## src/rtl/cu_pkg.sv

```systemverilog
// rtl/cu_pkg.sv - opcodes, state encoding, IR fields and ALU op encoding for control_unit
package cu_pkg;

    localparam logic [4:0] OP_NOP = 5'd0;
    localparam logic [4:0] OP_MOV = 5'd1;
    localparam logic [4:0] OP_ADD = 5'd2;
    localparam logic [4:0] OP_SUB = 5'd3;
    localparam logic [4:0] OP_AND = 5'd4;
    localparam logic [4:0] OP_OR  = 5'd5;
    localparam logic [4:0] OP_LDI = 5'd6;
    localparam logic [4:0] OP_JMP = 5'd7;
    localparam logic [4:0] OP_JZ  = 5'd8;
    localparam logic [4:0] OP_HLT = 5'd31;

    typedef logic [2:0] state_t;
    localparam state_t ST_FETCH  = 3'd0;
    localparam state_t ST_DECODE = 3'd1;
    localparam state_t ST_READ_A = 3'd2;
    localparam state_t ST_READ_B = 3'd3;
    localparam state_t ST_EXEC   = 3'd4;
    localparam state_t ST_WB     = 3'd5;
    localparam state_t ST_HALT   = 3'd6;

    localparam int IR_OPC_LSB = 11;
    localparam int IR_RD_LSB  = 8;
    localparam int IR_RS_LSB  = 5;
    localparam int IR_IMM_LSB = 0;

    typedef logic [1:0] alu_op_t;
    localparam alu_op_t ALU_ADD = 2'd0;
    localparam alu_op_t ALU_SUB = 2'd1;
    localparam alu_op_t ALU_AND = 2'd2;
    localparam alu_op_t ALU_OR  = 2'd3;

    function automatic logic is_alu_op(input logic [4:0] opc);
        return (opc == OP_ADD) || (opc == OP_SUB) || (opc == OP_AND) || (opc == OP_OR);
    endfunction

    function automatic alu_op_t alu_op_of(input logic [4:0] opc);
        case (opc)
            OP_SUB:  return ALU_SUB;
            OP_AND:  return ALU_AND;
            OP_OR:   return ALU_OR;
            default: return ALU_ADD;
        endcase
    endfunction

endpackage

```

## src/rtl/control_unit_if.sv

```systemverilog
// rtl/control_unit_if.sv - program ROM and register_bank bus between control_unit and its neighbours
interface control_unit_if #(
    parameter int PC_WIDTH = 8
);
    logic [PC_WIDTH-1:0] prog_addr;
    logic [15:0]         prog_data;
    logic [2:0]          rb_selector;
    logic [7:0]          rb_in_data;
    logic                rb_write_en;
    logic                rb_read_en;
    logic [7:0]          rb_out_data;

    modport master (
        output prog_addr, rb_selector, rb_in_data, rb_write_en, rb_read_en,
        input  prog_data, rb_out_data
    );

    modport slave (
        input  prog_addr, rb_selector, rb_in_data, rb_write_en, rb_read_en,
        output prog_data, rb_out_data
    );
endinterface

```

## src/rtl/control_unit_alu.sv

```systemverilog
// rtl/control_unit_alu.sv - combinational 8-bit ALU (ADD/SUB/AND/OR) with carry/borrow and zero
module alu
    import cu_pkg::*;
(
    input  logic [7:0] a,
    input  logic [7:0] b,
    input  logic [1:0] op,
    output logic [7:0] result,
    output logic       carry,
    output logic       zero
);
    logic [8:0] wide;

    // Bit 8 of the 9-bit difference is the borrow, set exactly when a < b.
    always_comb begin
        wide   = '0;
        result = '0;
        carry  = 1'b0;
        case (op)
            ALU_ADD: begin
                wide   = {1'b0, a} + {1'b0, b};
                result = wide[7:0];
                carry  = wide[8];
            end
            ALU_SUB: begin
                wide   = {1'b0, a} - {1'b0, b};
                result = wide[7:0];
                carry  = wide[8];
            end
            ALU_AND: result = a & b;
            default: result = a | b;
        endcase
    end

    assign zero = (result == 8'h00);
endmodule

```

## src/rtl/control_unit.sv

```systemverilog
// rtl/control_unit.sv - multi-cycle sequencer driving register_bank; ILLEGAL_OP_HALT_EN halts on illegal opcodes
module control_unit
    import cu_pkg::*;
#(
    parameter int                  PC_WIDTH = 8,
    parameter logic [PC_WIDTH-1:0] RESET_PC = '0
) (
    input  logic           clk,
    input  logic           rst_n,
    control_unit_if.master bus,
    output logic           zero_flag,
    output logic           carry_flag,
    output logic           halted,
    output logic           illegal_op
);
    state_t              state_q, state_d;
    logic [PC_WIDTH-1:0] pc_q, pc_d, pc_inc, jmp_target;
    logic [15:0]         ir_q, ir_d;
    logic [7:0]          a_q, a_d, b_q, b_d;
    logic                z_q, z_d, c_q, c_d;
    logic [4:0]          opc_ir, opc_rom;
    logic [2:0]          rd, rs;
    logic [7:0]          imm, alu_b, alu_result;
    logic                alu_carry, alu_zero;

    assign opc_ir     = ir_q[IR_OPC_LSB +: 5];
    assign opc_rom    = bus.prog_data[IR_OPC_LSB +: 5];
    assign rd         = ir_q[IR_RD_LSB +: 3];
    assign rs         = ir_q[IR_RS_LSB +: 3];
    assign imm        = ir_q[IR_IMM_LSB +: 8];
    assign pc_inc     = pc_q + PC_WIDTH'(1);
    assign jmp_target = PC_WIDTH'(bus.prog_data[IR_IMM_LSB +: 8]);

    // In EXEC the B operand is still on the bank's read port; afterwards it lives in b_q.
    assign alu_b = (state_q == ST_EXEC) ? bus.rb_out_data : b_q;

    alu u_alu (
        .a      (a_q),
        .b      (alu_b),
        .op     (alu_op_of(opc_ir)),
        .result (alu_result),
        .carry  (alu_carry),
        .zero   (alu_zero)
    );

`ifdef ILLEGAL_OP_HALT_EN
    logic ill_q, ill_d;
`endif

    always_comb begin
        state_d = state_q;
        pc_d    = pc_q;
        ir_d    = ir_q;
        a_d     = a_q;
        b_d     = b_q;
        z_d     = z_q;
        c_d     = c_q;
`ifdef ILLEGAL_OP_HALT_EN
        ill_d   = ill_q;
`endif
        case (state_q)
            ST_FETCH: state_d = ST_DECODE;
            ST_DECODE: begin
                ir_d = bus.prog_data;
                case (opc_rom)
                    OP_NOP: begin
                        state_d = ST_FETCH;
                        pc_d    = pc_inc;
                    end
                    OP_MOV:                        state_d = ST_READ_B;
                    OP_ADD, OP_SUB, OP_AND, OP_OR: state_d = ST_READ_A;
                    OP_LDI:                        state_d = ST_WB;
                    OP_JMP: begin
                        state_d = ST_FETCH;
                        pc_d    = jmp_target;
                    end
                    OP_JZ: begin
                        state_d = ST_FETCH;
                        pc_d    = z_q ? jmp_target : pc_inc;
                    end
                    OP_HLT: state_d = ST_HALT;
                    default: begin
`ifdef ILLEGAL_OP_HALT_EN
                        state_d = ST_HALT;
                        ill_d   = 1'b1;
`else
                        state_d = ST_FETCH;
                        pc_d    = pc_inc;
`endif
                    end
                endcase
            end
            ST_READ_A: state_d = ST_READ_B;
            ST_READ_B: begin
                if (opc_ir != OP_MOV) begin
                    a_d = bus.rb_out_data;
                end
                state_d = ST_EXEC;
            end
            ST_EXEC: begin
                b_d = bus.rb_out_data;
                if (is_alu_op(opc_ir)) begin
                    z_d = alu_zero;
                    c_d = alu_carry;
                end
                state_d = ST_WB;
            end
            ST_WB: begin
                state_d = ST_FETCH;
                pc_d    = pc_inc;
            end
            ST_HALT: state_d = ST_HALT;
            default: state_d = ST_FETCH;
        endcase
    end

    always_comb begin
        bus.prog_addr   = pc_q;
        bus.rb_read_en  = (state_q == ST_READ_A) || (state_q == ST_READ_B);
        bus.rb_write_en = (state_q == ST_WB);
        bus.rb_selector = (state_q == ST_READ_B) ? rs : rd;
        bus.rb_in_data  = '0;
        if (state_q == ST_WB) begin
            case (opc_ir)
                OP_LDI:  bus.rb_in_data = imm;
                OP_MOV:  bus.rb_in_data = b_q;
                default: bus.rb_in_data = alu_result;
            endcase
        end
    end

    always_ff @(posedge clk or negedge rst_n) begin
        if (!rst_n) begin
            state_q <= ST_FETCH;
            pc_q    <= RESET_PC;
            ir_q    <= '0;
            a_q     <= '0;
            b_q     <= '0;
            z_q     <= 1'b0;
            c_q     <= 1'b0;
        end else begin
            state_q <= state_d;
            pc_q    <= pc_d;
            ir_q    <= ir_d;
            a_q     <= a_d;
            b_q     <= b_d;
            z_q     <= z_d;
            c_q     <= c_d;
        end
    end

`ifdef ILLEGAL_OP_HALT_EN
    always_ff @(posedge clk or negedge rst_n) begin
        if (!rst_n) begin
            ill_q <= 1'b0;
        end else begin
            ill_q <= ill_d;
        end
    end
    assign illegal_op = ill_q;
`else
    assign illegal_op = 1'b0;
`endif

    assign zero_flag  = z_q;
    assign carry_flag = c_q;
    assign halted     = (state_q == ST_HALT);
endmodule
```

## src/flat_wrapper.sv

```systemverilog
// flat-port wrapper written by rule: the top's interface ports become plain ports
module control_unit_flat import cu_pkg::*;
#(
    parameter int                  PC_WIDTH = 8,
    parameter logic [PC_WIDTH-1:0] RESET_PC = '0
)
  (clk, rst_n, zero_flag, carry_flag, halted, illegal_op, bus_prog_addr, bus_rb_selector, bus_rb_in_data, bus_rb_write_en, bus_rb_read_en, bus_prog_data, bus_rb_out_data);
  control_unit_if #(.PC_WIDTH(PC_WIDTH)) bus_i ();
  input  logic clk;
  input  logic rst_n;
  output logic zero_flag;
  output logic carry_flag;
  output logic halted;
  output logic illegal_op;
  output wire logic [$bits(bus_i.prog_addr)-1:0] bus_prog_addr;
  output wire logic [$bits(bus_i.rb_selector)-1:0] bus_rb_selector;
  output wire logic [$bits(bus_i.rb_in_data)-1:0] bus_rb_in_data;
  output wire logic [$bits(bus_i.rb_write_en)-1:0] bus_rb_write_en;
  output wire logic [$bits(bus_i.rb_read_en)-1:0] bus_rb_read_en;
  input wire logic [$bits(bus_i.prog_data)-1:0] bus_prog_data;
  input wire logic [$bits(bus_i.rb_out_data)-1:0] bus_rb_out_data;
  assign bus_prog_addr = bus_i.prog_addr;
  assign bus_rb_selector = bus_i.rb_selector;
  assign bus_rb_in_data = bus_i.rb_in_data;
  assign bus_rb_write_en = bus_i.rb_write_en;
  assign bus_rb_read_en = bus_i.rb_read_en;
  assign bus_i.prog_data = bus_prog_data;
  assign bus_i.rb_out_data = bus_rb_out_data;
  control_unit #(.PC_WIDTH(PC_WIDTH), .RESET_PC(RESET_PC)) u_core (.clk(clk), .rst_n(rst_n), .bus(bus_i), .zero_flag(zero_flag), .carry_flag(carry_flag), .halted(halted), .illegal_op(illegal_op));
endmodule
```

## config.mk

```make
export PLATFORM = sky130hd
export DESIGN_NAME = control_unit_flat
export DESIGN_NICKNAME = d
export VERILOG_FILES = /design/src/rtl/cu_pkg.sv /design/src/rtl/control_unit_if.sv /design/src/rtl/control_unit_alu.sv /design/src/rtl/control_unit.sv /design/src/flat_wrapper.sv
export SDC_FILE = /design/constraint.sdc
export NUM_CORES = 1
export LEC_CHECK = 0
export BUFFER_PORTS_ARGS = -buffer_cell sky130_fd_sc_hd__buf_2
export CORE_UTILIZATION = 52
export CTS_CLUSTER_DIAMETER = 80
export DETAILED_ROUTE_END_ITERATION = 8
export PLACE_DENSITY = 0.86
export SLEW_MARGIN = 5
export SYNTH_ARGS = -nofsm -noshare
export SYNTH_HDL_FRONTEND = slang
export SYNTH_SLANG_ARGS = --single-unit
```

## constraint.sdc

```tcl
create_clock -name clk -period 3.6 [get_ports clk]
set_clock_uncertainty 0.1 [all_clocks]
set_input_delay 0.18 -clock clk [delete_from_list [all_inputs] [get_ports clk]]
set_output_delay 0.18 -clock clk [all_outputs]
set_load 0.005 [all_outputs]
```

==> impl_metrics.env, run 1 <==
export IMPL_setup_viol=2
export IMPL_fin_crit_ps=3620
export IMPL_hpwl_mm=6.93
export IMPL_clk_pin_slew_worst_paths_ps=100
export IMPL_arrival_ps=3340
export IMPL_grt_start_max_net_pins=46
export IMPL_rsz0062_at_grt="yes"
export IMPL_worst_slack_ps=-19.9
export IMPL_place_area_um2=3750
export IMPL_vias=3363
export IMPL_io_pins=51
export IMPL_worstMarginPinSlew_ps=1040
export IMPL_dr_pass1_iters=5
export IMPL_cts_sink_count=45
export IMPL_finalMaxSlewViolations=0
export IMPL_ys_flop_type="dfrtp_1"
export IMPL_antennaDiodeCount=0
export IMPL_ys_async_sr_fraction_pct=100
export IMPL_clock_latency_ps=300
export IMPL_start_util_pct=53.8
export IMPL_die_height_um=82.8
export IMPL_final_common_cell="buf_2"
export IMPL_final_cell_mix="buf_2 (49), dfrtp_1 (44), nor2_1 (29), a21oi_1 (26), nand2_1 (25)"
export IMPL_wl_per_cell_um=18.9
export IMPL_fin_crit_sh_pct=101
export IMPL_port_buffer_count=49
export IMPL_cts_buffer_depth=2
export IMPL_fin_nets=499
export IMPL_hold_viol=0
export IMPL_fmax_mhz=276
export IMPL_grt_total_usage_pct=28.1
export IMPL_crit_type="reg2out"
export IMPL_cp_max_fo=5
export IMPL_syn_inst=376
export IMPL_syn_nets=430
export IMPL_grt_first_pass_wirelength_mm=15.7
export IMPL_die_w_um=82.8
export IMPL_ant_nets=0
export IMPL_cts_tree="built"
export IMPL_hold_worst_slack_ps=6.54
export IMPL_postLayoutCellArea_um2=4260
export IMPL_avgViaCountPerCell=6.43
export IMPL_synth_area_um2=3400
export IMPL_vdd_drop_max_v=0.000604
export IMPL_drc=0
export IMPL_pre_cts_ws_ps=26.0
export IMPL_critical_path_required_ps=3320
export IMPL_core_area_um2=6310
export IMPL_drive_above_1_share_pct=36.5
export IMPL_place_gp_congestion=0.957
export IMPL_grt_pass1_vias=3212
export IMPL_antenna_found_initial=0
export IMPL_relSlewSlack_pct=30.4
export IMPL_syn_area_per_cell_um2=9.03
export IMPL_hold_class="in2reg"
export IMPL_num_rows=29
export IMPL_failed_checks="negative setup slack"
export IMPL_ys_seq_area_share_pct=33.1
export IMPL_drv_cap=0
export IMPL_ys_seq_elements=45
export IMPL_syn_to_final_growth_pct=25.5
export IMPL_cts_root_buf="clkbuf_8"
export IMPL_wl_mm=9.89
export IMPL_cts_buffers=5
export IMPL_htree_levels=2
export IMPL_leakagePower_nw=1.86
export IMPL_ys_warn_count=0
export IMPL_powerDensity_nw_per_um2=1140
export IMPL_worstSetupStartpointType="register"
export IMPL_status="finished with violations"
export IMPL_die_area_um2=6860
export IMPL_synth_edf_count=0
export IMPL_grt_ovfl_total=0
export IMPL_first_iter_violations=301
export IMPL_crit_path_end_kind="output pin"
export IMPL_ys_types=69
-- per-layer routing --
layer  wire, um  part of all wire (%)  global-route usage, %  vias up
li1           -                     -                      -     1519
met1       4190                    42                   37.8     1599
met2       4540                    46                   43.0      189
met3        634                   6.4                   4.87       56
met4        519                   5.2                   16.0        0
met5          0                     0                      0        -
-- area by class of cell --
type / instances / area (um^2)
clock inverter: 3 / 25.0
tap: 77 / 96.3
sequential: 45 / 1130
fill: 459 / 2050
inverter: 29 / 119
multi-input combinational: 288 / 2360
timing repair buffer: 76 / 465
clock buffer: 5 / 68.8
-- synthesized netlist by cell type (all sizes together), types with 6 or more instances --
master	number	area (um^2)
inv	29	109
buf	6	35.0
a22oi	6	45.0
nor2	31	126
mux2	25	282
nor3	8	40.0
o21ai	31	159
a21oi	29	145
o22ai	6	37.5
dfrtp	45	1130
a31oi	6	37.5
nand2	25	93.8
clkbuf	8	30.0
ha	26	325
-- through the flow --
step / instances / util (%) / setup TNS [ps] / power [mW]
final: 523 / 67.5 / -31.6 / 4.88
after CTS: 514 / 64.7 / -7.28 / 4.41
after detailed placement: 497 / 59.3 / 0 / 3.67
after floorplan: 376 / - / 0 / 2.95
after global routing: 523 / 67.5 / -369 / 5.19
after global placement: 497 / 59.3 / 0 / 3.57
-- timing repair --
| item | CTS | global route |
|---|---|---|
| setup endpoints to repair | 5 | 6 |
| endpoints found under the hold margin | 47 | 1 |
| pin swaps | 9 | 11 |
| resized for setup | 34 | 27 |
| hold buffers | 3 | 1 |
| buffers inserted | 6 | 8 |
-- cell families (layout without fill, tap and decap cells) --
kind of cell,Yosys count,in the layout,synth area share (%)
flip-flops,45,45,33.1
adder cells (fa/ha/maj),28,28,10.8
buffers and inverters,43,113,5.12
multiplexers,28,28,9.17
AND/OR/NAND/NOR,107,107,16.8
AO/OA/AOI/OAI,121,121,24.1
other,1,1,0.110
XOR/XNOR,3,3,0.774
-- worst max-delay path: stages (launching register included) --
cell      delay (ps)
dfrtp_1          400
nand2b_4         160
nor2_4           170
buf_6            170
mux2_4           340
ha_2             220
or2_2            320
o221a_2          250
o311a_1          360
a221o_1          360
a21oi_2          130
buf_2            140
-- final timing paths --
| check | from | slack (ps) | to | cells past startpoint |
|---|---|---|---|---|
| setup / recovery | u_core.state_q[0] | -20 | bus_rb_in_data[7] | 11 |
| hold / removal | bus_prog_data[8] | 7 | u_core.ir_q[8] | 2 |
| setup reg to reg | u_core.state_q[0] | 30 | u_core.zero_flag | 14 |
| hold reg to reg | u_core.carry_flag | 400 | u_core.carry_flag | 2 |
| max in group asynchronous | rst_n | 2230 | u_core.state_q[2] | 2 |
| min in group asynchronous | rst_n | 490 | u_core.ir_q[0] | 2 |
-- registers in the layout, indices dropped and copies added (netlist names) --
name,count
u_core.state_q,3
u_core.b_q,8
u_core.bus.prog_addr,8
u_core.zero_flag,1
u_core.ir_q,16
u_core.a_q,8
u_core.carry_flag,1
-- where the power goes --
group / switching [mW] / leakage (nW) / total (mW) / internal, mW
clock network: 0.195 / 0.0452 / 0.336 / 0.142
registers: 0.287 / 0.536 / 1.04 / 0.756
logic: 1.84 / 1.28 / 3.49 / 1.65
Power figures use the tool's default switching activity.
==> run 2, diff against run 1 <==
--- a/config.mk
+++ b/config.mk
@@ -6,7 +6,9 @@
 export NUM_CORES = 1
 export LEC_CHECK = 0
 export BUFFER_PORTS_ARGS = -buffer_cell sky130_fd_sc_hd__buf_2
-export CORE_UTILIZATION = 52
+export CELL_PAD_IN_SITES_DETAIL_PLACEMENT = 1
+export CELL_PAD_IN_SITES_GLOBAL_PLACEMENT = 1
+export CORE_UTILIZATION = 40
 export CTS_CLUSTER_DIAMETER = 80
 export DETAILED_ROUTE_END_ITERATION = 8
 export PLACE_DENSITY = 0.86
==> impl_metrics.env, run 2 (synthesized netlist as in run 1, its figures left out) <==
export IMPL_status="finished with violations"
export IMPL_drive_above_1_share_pct=39.0
export IMPL_largest_reg_flops=16
export IMPL_antennaDiodeCount=0
export IMPL_htree_levels=2
export IMPL_ff2ff_setup_slack_ps=-110
export IMPL_antenna_found_initial=0
export IMPL_p_clk_share_pct=7.6
export IMPL_rsz0062_at_grt="yes"
export IMPL_relSlewSlack_pct=30.0
export IMPL_num_rows=33
export IMPL_core_area_um2=8220
export IMPL_cts_root_buf="clkbuf_8"
export IMPL_finalMaxSlewViolations=0
export IMPL_holdCritStartpoint="bus_rb_out_data[0]"
export IMPL_hpwl_mm=7.83
export IMPL_port_buffer_count=49
export IMPL_powerDensity_nw_per_um2=1220
export IMPL_cts_buffer_depth=2
export IMPL_place_gp_congestion=0.910
export IMPL_p_sw_mw=2.58
export IMPL_die_area_um2=8870
export IMPL_clock_latency_ps=300
export IMPL_leakagePower_nw=1.95
export IMPL_grt_ovfl_total=0
export IMPL_final_common_cell="buf_2"
export IMPL_worstSetupStartpointType="register"
export IMPL_cts_buffers=5
export IMPL_cp_max_fo=4
export IMPL_ant_nets=0
export IMPL_r2r_start="u_core.state_q[0]"
export IMPL_fin_crit_ps=3730
export IMPL_drc=0
export IMPL_clk_pin_slew_worst_paths_ps=90
export IMPL_min_path_cells=3
export IMPL_dr_pass1_iters=5
export IMPL_p_sw_share_pct=47.4
export IMPL_combinationalPowerShare_pct=73.1
export IMPL_fin_crit_sh_pct=103
export IMPL_setup_viol=4
export IMPL_worstMarginPinSlew_ps=1050
export IMPL_seq_power_share_pct=19.3
export IMPL_drv_cap=0
export IMPL_cpMostUsedCell="o311ai_2"
export IMPL_syn_to_final_growth_pct=31.6
export IMPL_min_to="u_core.a_q[0]"
export IMPL_vdd_drop_max_v=0.000439
export IMPL_crit_path_end_kind="output pin"
export IMPL_top_register="u_core.ir_q"
export IMPL_fmax_mhz=268
export IMPL_io_pins=51
export IMPL_hold_class="in2reg"
export IMPL_cts_sink_count=45
export IMPL_wl_mm=11.9
export IMPL_crit_type="reg2out"
export IMPL_die_w_um=94.2
export IMPL_crit_family="compound AO/OA/AOI/OAI gates"
export IMPL_hold_viol=0
export IMPL_grt_first_pass_wirelength_mm=17.9
export IMPL_vias=3381
export IMPL_regToRegEndpoint="u_core.zero_flag"
export IMPL_die_height_um=94.2
export IMPL_first_iter_violations=166
export IMPL_crit_buf_inv=3
export IMPL_grt_total_usage_pct=26.4
export IMPL_crit_slowest_cell="fa_2"
export IMPL_start_util_pct=41.3
export IMPL_slowest_delay_ps=410
export IMPL_failed_checks="negative setup slack"
export IMPL_grt_pass1_vias=3421
export IMPL_cts_tree="built"
export IMPL_final_cell_mix="buf_2 (49), dfrtp_1 (44), nor2_1 (29), a21oi_1 (26), buf_4 (26)"
export IMPL_worst_slack_ps=-126
export IMPL_ff2ff_path_depth=13
export IMPL_fin_nets=509
export IMPL_wl_per_cell_um=21.2
export IMPL_avgViaCountPerCell=6.03
export IMPL_arrival_ps=3450
export IMPL_p_int_mw=2.87
export IMPL_hold_worst_slack_ps=14.6
export IMPL_crit_chain="nand2b_4 -> nor2_4 -> mux2_4 -> ha_1 -> inv_1 -> fa_2 -> nor3b_4 -> o311ai_2 -> o311ai_2 -> o41ai_4 -> buf_4 -> a211oi_4 -> a221oi_2 -> nor2_1 -> buf_2"
export IMPL_grt_start_max_net_pins=46
export IMPL_critical_path_required_ps=3320
export IMPL_fillers=939
export IMPL_p_total_mw=5.45
==> run 2: cell count changes in the layout (fill, tap and decap cells not counted), sizes merged <==
cell | previous run | this run
buf | 72 | 81
bufinv | 0 | 1
clkinv | 0 | 1
clkinvlp | 1 | 0
dlygate4sd3 | 4 | 5
inv | 31 | 30
==> run 2: metal layers <==
layer | track usage [%] | part of all wire, %
met1 | 33.6 | 41
met2 | 44.5 | 50
met3 | 4.21 | 5.4
met4 | 10.1 | 3.6
met5 | 0 | 0
==> run 2: stage by stage <==
stage	utilization [%]	setup TNS (ps)	area (um^2)	worst slack, ps	instances
2_1_floorplan	-	0	3400	53.4	376
3_3_place_gp	46.0	0	3780	95.8	525
3_5_place_dp	46.0	-39.6	3780	-39.6	525
4_1_cts	51.9	0	4260	9.59	549
5_1_grt	54.4	-925	4470	-265	561
6_report	54.4	-276	4470	-126	561
==> run 2: layout make-up <==
class / instances / area [um^2] / area share (%)
inverters: 29 / 116 / 2.60
clock buffers: 5 / 68.8 / 1.54
flip-flops and latches: 45 / 1130 / 25.2
well taps: 105 / 131 / 2.94
clock inverters: 3 / 50.0 / 1.12
repair buffers: 86 / 558 / 12.5
multi-input cells: 288 / 2420 / 54.1
==> run 2: power by group through the flow <==
stage          combinational [mW]  sequential (mW)  clock (mW)
3_3_place_gp                 2.63             1.01           0
3_5_place_dp                 2.75             1.03           0
5_1_grt                      4.28             1.08       0.443
4_1_cts                      3.33             1.03       0.427
2_1_floorplan                2.01            0.931           0
6_report                     3.99             1.05       0.413
==> run 2: how the worst max path moves through the flow <==
stage | from | endpoint | slack (ps) | cells after the start
after floorplan | u_core.state_q[0] | u_core.zero_flag | 50 | 13
after global placement | u_core.state_q[0] | bus_rb_in_data[7] | 100 | 12
after detailed placement | u_core.state_q[0] | u_core.zero_flag | -40 | 13
after CTS | u_core.state_q[0] | bus_rb_in_data[5] | 10 | 14
after global routing | u_core.state_q[0] | bus_rb_in_data[4] | -260 | 15
final | u_core.state_q[0] | bus_rb_in_data[4] | -130 | 15
==> run 2: repair_timing <==
action | 4_1_cts | 5_1_grt
endpoints found under the setup margin | 6 | 6
hold buffers | 5 | 0
resized for setup | 50 | 24
pin swaps | 10 | 22
gates cloned | 0 | 0
buffers inserted | 11 | 12
hold endpoints to repair | 33 | 0
==> run 2: worst register-to-register path, cell delays in order (launching register included) <==
cell	delay, ps
dfrtp_1	390
nand2b_4	160
nor2_4	170
mux2_4	230
ha_1	210
inv_1	80
fa_2	410
nor3b_4	190
o311ai_2	350
o311ai_2	200
o41ai_4	100
o221ai_1	170
or4b_4	570
o41ai_4	290
==> run 3, diff against run 2 <==
==> constraint.sdc (replaced) <==
create_clock -name clk -period 3.2 [get_ports clk]
set_clock_uncertainty 0.1 [all_clocks]
set_input_delay 0.16 -clock clk [delete_from_list [all_inputs] [get_ports clk]]
set_output_delay 0.16 -clock clk [all_outputs]
set_load 0.005 [all_outputs]
==> impl_metrics.env, run 3 (synthesized netlist as in run 1, its figures left out) <==
export IMPL_p_int_mw=3.51
export IMPL_critical_path_required_ps=2940
export IMPL_largest_reg_flops=16
export IMPL_die_height_um=94.2
export IMPL_worst_slack_ps=-451
export IMPL_antenna_found_initial=0
export IMPL_status="finished with violations"
export IMPL_hold_class="in2reg"
export IMPL_finalMaxSlewViolations=0
export IMPL_p_sw_share_pct=46.7
export IMPL_crit_slowest_cell="dfrtp_1"
export IMPL_first_iter_violations=218
export IMPL_wl_mm=12.8
export IMPL_core_area_um2=8220
export IMPL_fin_nets=539
export IMPL_crit_path_end_kind="output pin"
export IMPL_grt_start_max_net_pins=46
export IMPL_ant_nets=0
export IMPL_p_sw_mw=3.08
export IMPL_crit_type="reg2out"
export IMPL_clk_pin_slew_worst_paths_ps=90
export IMPL_fillers=936
export IMPL_place_gp_congestion=0.930
export IMPL_place_inst=559
export IMPL_slowest_delay_ps=400
export IMPL_wl_per_cell_um=21.7
export IMPL_powerDensity_nw_per_um2=1390
export IMPL_path_depth=14
export IMPL_combinationalPowerShare_pct=75.1
export IMPL_vias=3568
export IMPL_hold_viol=3
export IMPL_drv_cap=0
export IMPL_crit_chain="nand2b_4 -> nor2_4 -> buf_12 -> mux2_4 -> inv_4 -> buf_6 -> ha_4 -> or2_0 -> o311a_1 -> o211ai_1 -> a31oi_2 -> a221o_1 -> a21oi_2 -> buf_2"
export IMPL_seq_power_share_pct=17.9
export IMPL_min_path_cells=3
export IMPL_drc=0
export IMPL_htree_levels=2
export IMPL_p_clk_share_pct=7.1
export IMPL_antennaDiodeCount=0
export IMPL_instances_no_fill=591
export IMPL_fin_crit_ps=3650
export IMPL_cts_sink_count=45
export IMPL_avgViaCountPerCell=6.04
export IMPL_final_cell_mix="buf_4 (52), buf_2 (49), dfrtp_1 (45), nor2_1 (28), a21oi_1 (26)"
export IMPL_rsz0062_at_grt="yes"
export IMPL_ff2ff_path_depth=14
export IMPL_failed_checks="negative hold slack, negative setup slack"
export IMPL_start_util_pct=41.3
export IMPL_fin_crit_sh_pct=114
export IMPL_cts_root_buf="clkbuf_8"
export IMPL_die_area_um2=8870
export IMPL_cts_buffers=5
export IMPL_grt_pass1_vias=3735
export IMPL_io_pins=51
export IMPL_cp_max_fo=5
export IMPL_syn_to_final_growth_pct=39.0
export IMPL_arrival_ps=3390
export IMPL_hold_worst_slack_ps=-3.99
export IMPL_top_register="u_core.ir_q"
export IMPL_p_total_mw=6.59
export IMPL_worstMarginPinSlew_ps=1060
export IMPL_setup_viol=8
export IMPL_worstSetupStartpointType="register"
export IMPL_fin_setup_tns_ps=-2540
export IMPL_leakagePower_nw=2.10
export IMPL_fmax_mhz=274
export IMPL_num_rows=33
export IMPL_die_w_um=94.2
export IMPL_clock_latency_ps=320
export IMPL_cts_buffer_depth=2
export IMPL_grt_ovfl_total=0
export IMPL_dr_pass1_iters=4
export IMPL_final_common_cell="buf_4"
export IMPL_relSlewSlack_pct=29.1
export IMPL_crit_buf_inv=4
export IMPL_drive_above_1_share_pct=42.2
export IMPL_crit_family="compound AO/OA/AOI/OAI gates"
export IMPL_cts_tree="built"
export IMPL_grt_total_usage_pct=28.9
export IMPL_vdd_drop_max_v=0.000661
export IMPL_post_route_util_pct=57.5
export IMPL_port_buffer_count=49
export IMPL_grt_first_pass_wirelength_mm=19.5
export IMPL_hpwl_mm=8.40
run 3: cell types whose count changed in the layout (fill, tap and decap cells not counted), sizes merged:
cell,before,now
dlygate4sd3,5,9
buf,81,107
clkbuf,5,6
inv,30,29
run 3: power by group through the flow:
stage	logic [mW]	clock network [mW]	registers [mW]
final	4.94	0.466	1.18
after global routing	5.24	0.492	1.20
after CTS	4.33	0.462	1.16
after detailed placement	3.61	0	1.16
after global placement	3.42	0	1.14
after floorplan	2.29	0	1.05
run 3: layer usage:
metal	share of wire (%)	up-vias	track usage (%)
li1	-	1592	-
met1	40	1813	36.2
met2	51	116	51.0
met3	4.5	47	3.32
met4	4.3	0	9.87
met5	0	-	0
run 3: final timing paths:
kind                                    start                end  slack (ps)
hold / removal             bus_rb_out_data[6]      u_core.a_q[6]          -4
setup / recovery            u_core.state_q[0]  bus_rb_in_data[7]        -450
hold reg to reg             u_core.carry_flag  u_core.carry_flag         420
setup reg to reg            u_core.state_q[0]   u_core.zero_flag        -340
min in group asynchronous               rst_n      u_core.b_q[1]         470
max in group asynchronous               rst_n      u_core.b_q[6]        1870
run 3: final cells by class:
class,instances,area (um^2),share of cell area [%]
tap,105,131,2.78
timing repair buffer,116,802,17.0
sequential,45,1130,23.8
multi-input combinational,288,2430,51.6
inverter,29,116,2.46
clock buffer,6,72.6,1.54
clock inverter,2,38.8,0.821
run 3: timing repair:
item,4_1_cts,5_1_grt
gates resized for setup,45,23
setup buffers,12,3
setup endpoints to repair,7,9
hold endpoints to repair,53,0
pin swaps,23,10
hold buffers,9,0
run 3: worst min-delay path, delay by kind of cell:
kind | cells | cell delay (ps)
and+or+nand+nor | 1 | 40
buffers and inverters | 1 | 90
AOI/OAI and AO/OA | 1 | 70
run 3: stage by stage:
step / area [um^2] / setup WS (ps)
floorplan: 3420 / -198
global placement: 4070 / -168
detailed placement: 4070 / -279
CTS: 4590 / -375
global route: 4720 / -585
finish: 4720 / -451
